`src/rtl/gx4000_mem_arbiter.sv`:
```
// Shared cartridge/ROM port scheduler for the GX4000/Plus path: CPU (r/w), sound DMA
// and sprite fetcher (read-only) share one fixed-latency memory, one access at a time.
module gx4000_mem_arbiter #(
  parameter int ADDR_W     = 23,
  parameter int MEM_LAT    = 2,
  parameter int STARVE_MAX = 4
) (
  input  logic              clk_sys,
  input  logic              reset_n,
  input  logic              cpu_req,
  input  logic              cpu_we,
  input  logic [ADDR_W-1:0] cpu_addr,
  input  logic [7:0]        cpu_wdata,
  output logic              cpu_ack,
  output logic [7:0]        cpu_rdata,
  input  logic              dma_req,
  input  logic [ADDR_W-1:0] dma_addr,
  output logic              dma_ack,
  output logic [7:0]        dma_rdata,
  input  logic              spr_req,
  input  logic [ADDR_W-1:0] spr_addr,
  output logic              spr_ack,
  output logic [7:0]        spr_rdata,
  output logic [ADDR_W-1:0] mem_addr,
  output logic [7:0]        mem_data,
  output logic              mem_wr,
  output logic              mem_rd,
  input  logic [7:0]        mem_q,
  output logic [1:0]        grant,
  output logic              busy,
  output logic [1:0]        dbg_state,
  output logic [3:0]        dbg_starve
);

  // Handshake: a req seen high in IDLE is a new request; once granted the access runs
  // to completion and acks for one cycle even if req falls; the requester drops req
  // the cycle after ack. Address/data are sampled only at the grant edge.

  typedef enum logic [1:0] {S_IDLE, S_ISSUE, S_WAIT, S_ACK} state_t;

  localparam logic [1:0] OWN_NONE = 2'd0;
  localparam logic [1:0] OWN_CPU  = 2'd1;
  localparam logic [1:0] OWN_DMA  = 2'd2;
  localparam logic [1:0] OWN_SPR  = 2'd3;
  localparam logic [3:0] STARVE_LIM = 4'(STARVE_MAX);
  localparam logic [2:0] CNT_INIT   = 3'(MEM_LAT - 1);

  state_t            state_q, state_d;
  logic [2:0]        cnt_q, cnt_d;
  logic [1:0]        owner_q;
  logic              we_q;
  logic              rr_spr_q, rr_spr_d;
  logic [3:0]        starve_q, starve_d;

  logic [1:0]        grant_q, grant_d;
  logic              busy_q, busy_d;
  logic              mem_rd_q, mem_rd_d;
  logic              mem_wr_q, mem_wr_d;
  logic [ADDR_W-1:0] mem_addr_q, mem_addr_d;
  logic [7:0]        mem_data_q, mem_data_d;
  logic              cpu_ack_q, cpu_ack_d;
  logic              dma_ack_q, dma_ack_d;
  logic              spr_ack_q, spr_ack_d;
  logic [7:0]        cpu_rdata_q, cpu_rdata_d;
  logic [7:0]        dma_rdata_q, dma_rdata_d;
  logic [7:0]        spr_rdata_q, spr_rdata_d;

  logic              ext_pend;
  logic              starved;
  logic [1:0]        arb_owner;
  logic [ADDR_W-1:0] arb_addr;

  // CPU has priority until it has won STARVE_MAX times in a row over a waiting DMA/sprite.
  always_comb begin
    ext_pend  = dma_req | spr_req;
    starved   = (starve_q == STARVE_LIM) && ext_pend;
    arb_owner = OWN_NONE;
    arb_addr  = cpu_addr;
    if (cpu_req && !starved) begin
      arb_owner = OWN_CPU;
    end else if (dma_req && (!rr_spr_q || !spr_req)) begin
      arb_owner = OWN_DMA;
      arb_addr  = dma_addr;
    end else if (spr_req) begin
      arb_owner = OWN_SPR;
      arb_addr  = spr_addr;
    end
  end

  always_comb begin
    starve_d = starve_q;
    rr_spr_d = rr_spr_q;
    if (!ext_pend) begin
      starve_d = '0;
    end else if (state_q == S_IDLE) begin
      case (arb_owner)
        OWN_CPU: if (starve_q != STARVE_LIM) starve_d = starve_q + 4'd1;
        OWN_DMA: begin starve_d = '0; rr_spr_d = 1'b1; end
        OWN_SPR: begin starve_d = '0; rr_spr_d = 1'b0; end
        default: ;
      endcase
    end
  end

  always_ff @(posedge clk_sys or negedge reset_n) begin
    if (!reset_n) begin
      state_q <= S_IDLE;
      cnt_q   <= '0;
    end else begin
      state_q <= state_d;
      cnt_q   <= cnt_d;
    end
  end

  always_comb begin
    state_d = state_q;
    cnt_d   = cnt_q;
    case (state_q)
      S_IDLE:  if (arb_owner != OWN_NONE) state_d = S_ISSUE;
      S_ISSUE: begin
        if (we_q) begin
          state_d = S_ACK;
        end else begin
          state_d = S_WAIT;
          cnt_d   = CNT_INIT;
        end
      end
      S_WAIT: begin
        if (cnt_q == 3'd0) state_d = S_ACK;
        else               cnt_d   = cnt_q - 3'd1;
      end
      S_ACK:   state_d = S_IDLE;
      default: state_d = S_IDLE;
    endcase
  end

  // Every output is registered, so its _d value is derived from the transition being taken.
  always_comb begin
    grant_d     = grant_q;
    busy_d      = (state_d != S_IDLE);
    mem_rd_d    = 1'b0;
    mem_wr_d    = 1'b0;
    mem_addr_d  = mem_addr_q;
    mem_data_d  = mem_data_q;
    cpu_ack_d   = 1'b0;
    dma_ack_d   = 1'b0;
    spr_ack_d   = 1'b0;
    cpu_rdata_d = cpu_rdata_q;
    dma_rdata_d = dma_rdata_q;
    spr_rdata_d = spr_rdata_q;
    if (state_q == S_IDLE && arb_owner != OWN_NONE) begin
      grant_d    = arb_owner;
      mem_addr_d = arb_addr;
      if (arb_owner == OWN_CPU && cpu_we) begin
        mem_wr_d   = 1'b1;
        mem_data_d = cpu_wdata;
      end else begin
        mem_rd_d = 1'b1;
      end
    end
    if (state_q == S_WAIT && cnt_q == 3'd0) begin
      case (owner_q)
        OWN_CPU: cpu_rdata_d = mem_q;
        OWN_DMA: dma_rdata_d = mem_q;
        OWN_SPR: spr_rdata_d = mem_q;
        default: ;
      endcase
    end
    if (state_d == S_ACK) begin
      grant_d   = OWN_NONE;
      cpu_ack_d = (owner_q == OWN_CPU);
      dma_ack_d = (owner_q == OWN_DMA);
      spr_ack_d = (owner_q == OWN_SPR);
    end
  end

  always_ff @(posedge clk_sys or negedge reset_n) begin
    if (!reset_n) begin
      owner_q     <= OWN_NONE;
      we_q        <= 1'b0;
      rr_spr_q    <= 1'b0;
      starve_q    <= '0;
      grant_q     <= OWN_NONE;
      busy_q      <= 1'b0;
      mem_rd_q    <= 1'b0;
      mem_wr_q    <= 1'b0;
      mem_addr_q  <= '0;
      mem_data_q  <= '0;
      cpu_ack_q   <= 1'b0;
      dma_ack_q   <= 1'b0;
      spr_ack_q   <= 1'b0;
      cpu_rdata_q <= '0;
      dma_rdata_q <= '0;
      spr_rdata_q <= '0;
    end else begin
      if (state_q == S_IDLE && arb_owner != OWN_NONE) begin
        owner_q <= arb_owner;
        we_q    <= (arb_owner == OWN_CPU) && cpu_we;
      end
      rr_spr_q    <= rr_spr_d;
      starve_q    <= starve_d;
      grant_q     <= grant_d;
      busy_q      <= busy_d;
      mem_rd_q    <= mem_rd_d;
      mem_wr_q    <= mem_wr_d;
      mem_addr_q  <= mem_addr_d;
      mem_data_q  <= mem_data_d;
      cpu_ack_q   <= cpu_ack_d;
      dma_ack_q   <= dma_ack_d;
      spr_ack_q   <= spr_ack_d;
      cpu_rdata_q <= cpu_rdata_d;
      dma_rdata_q <= dma_rdata_d;
      spr_rdata_q <= spr_rdata_d;
    end
  end

  assign cpu_ack    = cpu_ack_q;
  assign dma_ack    = dma_ack_q;
  assign spr_ack    = spr_ack_q;
  assign cpu_rdata  = cpu_rdata_q;
  assign dma_rdata  = dma_rdata_q;
  assign spr_rdata  = spr_rdata_q;
  assign mem_addr   = mem_addr_q;
  assign mem_data   = mem_data_q;
  assign mem_wr     = mem_wr_q;
  assign mem_rd     = mem_rd_q;
  assign grant      = grant_q;
  assign busy       = busy_q;
  assign dbg_state  = state_q;
  assign dbg_starve = starve_q;

endmodule

```
`config.mk`:
```
export PLATFORM = sky130hd
export DESIGN_NAME = gx4000_mem_arbiter
export DESIGN_NICKNAME = d
export VERILOG_FILES = /design/src/rtl/gx4000_mem_arbiter.sv
export SDC_FILE = /design/constraint.sdc
export NUM_CORES = 1
export LEC_CHECK = 0
export BUFFER_PORTS_ARGS = -buffer_cell sky130_fd_sc_hd__buf_2
export CAP_MARGIN = 20
export CORE_AREA = 5 5 95 97
export CTS_BUF_LIST = sky130_fd_sc_hd__clkbuf_4
export CTS_CLUSTER_DIAMETER = 120
export DETAILED_ROUTE_END_ITERATION = 8
export DIE_AREA = 0 0 100 102
export PLACE_DENSITY = 0.8
export SYNTH_ARGS = -nofsm -noshare
export SYNTH_HDL_FRONTEND = slang
export SYNTH_SLANG_ARGS = --single-unit
export TNS_END_PERCENT = 10
```
`constraint.sdc`:
```
create_clock -name clk_sys -period 1.7 [get_ports clk_sys]
set_input_delay 0.425 -clock clk_sys [delete_from_list [all_inputs] [get_ports clk_sys]]
set_output_delay 0.425 -clock clk_sys [all_outputs]
set_load 0.005 [all_outputs]
```
==> Implementation_results.wiki <==
{| class="wikitable"
! Metric !! Value
|-
| Final wirelength || 10,200 um
|-
| Syn Area/Cell || 12.2 um^2
|-
| Proportion of netlist area held by the largest area contributor || 54.6%
|-
| Clk Tree Root Cell || clkbuf_4
|-
| Post-synth ARST share || 100%
|-
| Number of buffers added by the clock tree synthesis step || 9
|-
| Synthesized instance count || 285
|-
| Simple-gate share of the synthesized area || 6.07%
|-
| Clk_lat worst skew || 0.41 ns
|-
| Worst hold-check path type || in2reg
|-
| Worst endpoint required time || 2.00 ns
|-
| Clk sink count || 76
|-
| Min cycle time layout || 1.68 ns
|-
| Maximum operating frequency || 596 MHz
|-
| Wirelength per Cell || 17.5 um
|-
| Count of final max-slew check failures || 0
|-
| Max capacitance violation total || 0
|-
| Longest Clk Path Bufs || 2
|-
| Cell Pwr Density || 1720 nW/um^2
|-
| Layout area overhead || 41.1%
|-
| Final setup violation count || 0
|-
| Total count of hold-check failures in the final report || 0
|-
| Nature of the critical path endpoint || flop
|-
| Clock-pin slew on the worst setup and hold paths || 0.14 ns
|-
| Die Span Y || 102 um
|-
| Layout Cells excl Fill || 582
|-
| Largest net degree at the start of global routing || 43
|-
| Max IR drop VDD || 0.642 mV
|-
| Synth Area in Compound Gates || 20.6%
|-
| Port Buffer Count || 159
|-
| Synthesized Nets || 383
|-
| Half-perimeter wire length of the detailed placement result || 7690 um
|-
| CTS HTree Levels || 3
|-
| Cell types with the largest area share after synthesis || dfrtp_1 (55%), mux2_2 (8.1%), a32oi_1 (6.0%), a22oi_1 (5.2%), o21ai_0 (3.6%)
|-
| Initial cell density of the core || 43.2%
|-
| Die ar. || 10,200 um^2
|-
| Ratio of cells with drive above 1 in the final layout || 54.5%
|-
| Violation count after the first detailed-routing iteration || 93
|-
| Total iterations of the first detailed-routing run || 4
|-
| Total of warnings raised by yosys || 0
|-
| Max-slew headroom || 77.9%
|-
| Data arrival at the endpoint of the critical path || 1.98 ns
|-
| Type of the worst setup path || reg2reg
|-
| Ports placed on the boundary || 160
|-
| Number of global-route vias before repair || 3,249
|-
| Power after layout || 0.00844 W
|-
| Overall track demand over capacity in global routing || 19.5%
|-
| Wire length of the first global-routing pass || 15,800 um
|-
| Post-Syn Area || 3480 um^2
|-
| Flip-flop and latch count after synthesis || 76
|-
| Width of the die || 100 um
|-
| Yosys top cell by area || dfrtp_1
|-
| Number of core rows || 33
|-
| Xor-xnor portion of the synthesized cell area || 0%
|-
| Global-route congestion overflow total || 0
|-
| Final routed DRC violation total || 0
|-
| Mux cell area share after synthesis || 12.1%
|-
| Most common cell in the synthesized netlist || dfrtp_1
|-
| Number of cells in the design after placement || 559
|-
| Main combinational cell family by area after synthesis || compound AO/OA/AOI/OAI gates
|-
| Final cell utilization of the core || 61.0%
|-
| Global placer's final weighted congestion || 0.802
|-
| Post-Route Setup TNS || 0 ns
|-
| Leakage Power || 2.39 nW
|-
| Critical-path maximum fanout || 5
|-
| Clock Skews || 0.0182 ns
|-
| Setup repair after global routing missed its margin || yes
|-
| Synth Area in Adders || 2.52%
|-
| Vias per Instance || 5.37
|-
| Critical Path Start Type || flop
|-
| Number of flops mapped to enable cells by yosys || 0
|-
| Period utilisation layout || 98.7%
|-
| Measured slew at the worst slew-check pin || 0.331 ns
|-
| Leading cell types by count after synthesis || dfrtp_1 (76), mux2_2 (25), o21ai_0 (25)
|-
| Total number of vias || 3,127
|-
| TritonCTS clock tree || yes
|-
| Netlist cell types || 39
|-
| Top flip-flop cell by instance count after synthesis || dfrtp_1
|-
| Number of diodes || 0
|-
| Run status || complete, no violations
|-
| Core box area || 8050 um^2
|-
| Initial antenna violation count || 0
|-
| Remaining number of nets flagged by the antenna check after routing || 0
|-
| Sequential element share of the synthesized area || 54.6%
|-
| Number of nets in the layout || 570
|}
-- area by class of cell --
cell class / instances / area, um^2
clock inverter: 7 / 123
tap: 105 / 131
clock buffer: 9 / 67.6
timing repair buffer: 194 / 1150
sequential: 76 / 1900
fill: 660 / 3140
multi-input combinational: 180 / 1500
inverter: 11 / 41.3
-- metal layers --
layer | track usage, % | vias to the layer above | share of wire, %
met5 | 0 | - | 0
met4 | 7.67 | 0 | 1.3
met3 | 5.05 | 11 | 7.7
met2 | 32.7 | 135 | 52
met1 | 24.4 | 1524 | 39
li1 | - | 1457 | -
-- layout by cell type (no fill, tap or decap), types with 3 or more instances in the layout --
cell type	synthesis	final
o21ai_0	25	25
buf_12	1	6
clkbuf_4	0	9
mux2_2	25	25
buf_4	1	28
nand3_1	3	3
nand2_1	10	9
nand2b_1	4	4
buf_2	9	158
mux2_4	8	8
ha_4	0	4
a32oi_1	24	24
o31ai_1	3	3
and2_1	3	3
a21oi_1	8	8
bufinv_16	0	3
dfrtp_1	76	76
o21ai_1	4	4
a22oi_1	24	24
inv_1	11	7
nor2_1	5	5
inv_2	0	4
-- worst max-delay path, cell delays in order, from the launching register on --
cell and delay [ns]:
dfrtp_1 0.37, inv_1 0.07, ha_4 0.16, and2b_4 0.18, a31oi_4 0.24, and2_4 0.24
mux2_4 0.31
-- metrics by stage --
| step | worst slack, ns | cell area (um^2) | hold WS [ns] |
|---|---|---|---|
| floorplan | -0.0204 | 3500 | 0.129 |
| global placement | 0.0338 | 4610 | 0.309 |
| detailed placement | -0.00409 | 4610 | 0.317 |
| CTS | -0.00469 | 4820 | 0.210 |
| global route | -0.0359 | 4910 | 0.194 |
| finish | 0.0219 | 4910 | 0.235 |
-- report_power, final --
| group | leakage [nW] | switching [W] | total (W) | internal [W] |
|---|---|---|---|---|
| clock | 0.0932 | 0.000675 | 0.00143 | 0.000754 |
| combinational | 1.37 | 0.00180 | 0.00388 | 0.00208 |
| sequential | 0.926 | 0.000486 | 0.00313 | 0.00265 |
-- state kept, by name, summed over array words and instances, names as in the netlist, 2 cells and up --
register    count
cnt_q           3
cpu_rdata       8
dbg_starve      4
dbg_state       2
dma_rdata       8
grant           2
mem_addr       23
mem_data        8
owner_q         2
spr_rdata       8
-- final timing paths --
kind                                                start                        to  slack (ns)  depth (start not counted)
worst max-delay path            dbg_starve[1]$_DFFE_PN0P_   mem_data[4]$_DFFE_PN0P_        0.02                          6
worst min-delay path                         cpu_wdata[2]   mem_data[2]$_DFFE_PN0P_        0.24                          2
worst max register to register  dbg_starve[1]$_DFFE_PN0P_   mem_data[4]$_DFFE_PN0P_        0.02                          6
worst min register to register     owner_q[0]$_DFFE_PN0P_         dma_ack$_DFF_PN0_        0.51                          1
max in group asynchronous                         reset_n      rr_spr_q$_DFFE_PN0P_        0.76                          3
min in group asynchronous                         reset_n  mem_addr[14]$_DFFE_PN0P_        0.40                          2
-- cell families after synthesis --
| logic type | Yosys count |
|---|---|
| DFF | 76 |
| adders and majority gates | 7 |
| AOI/OAI and AO/OA | 98 |
| muxes | 35 |
| and+or+nand+nor | 39 |
| buffers and inverters | 30 |
-- repair_timing --
action,CTS,global route
pin swaps,2,5
gates resized for setup,2,12
hold buffers,1,0
cloned,0,1
endpoints found under the setup margin,4,30
setup buffers,0,5
hold endpoints to repair,15,0
(Power assumes the default switching activity.)
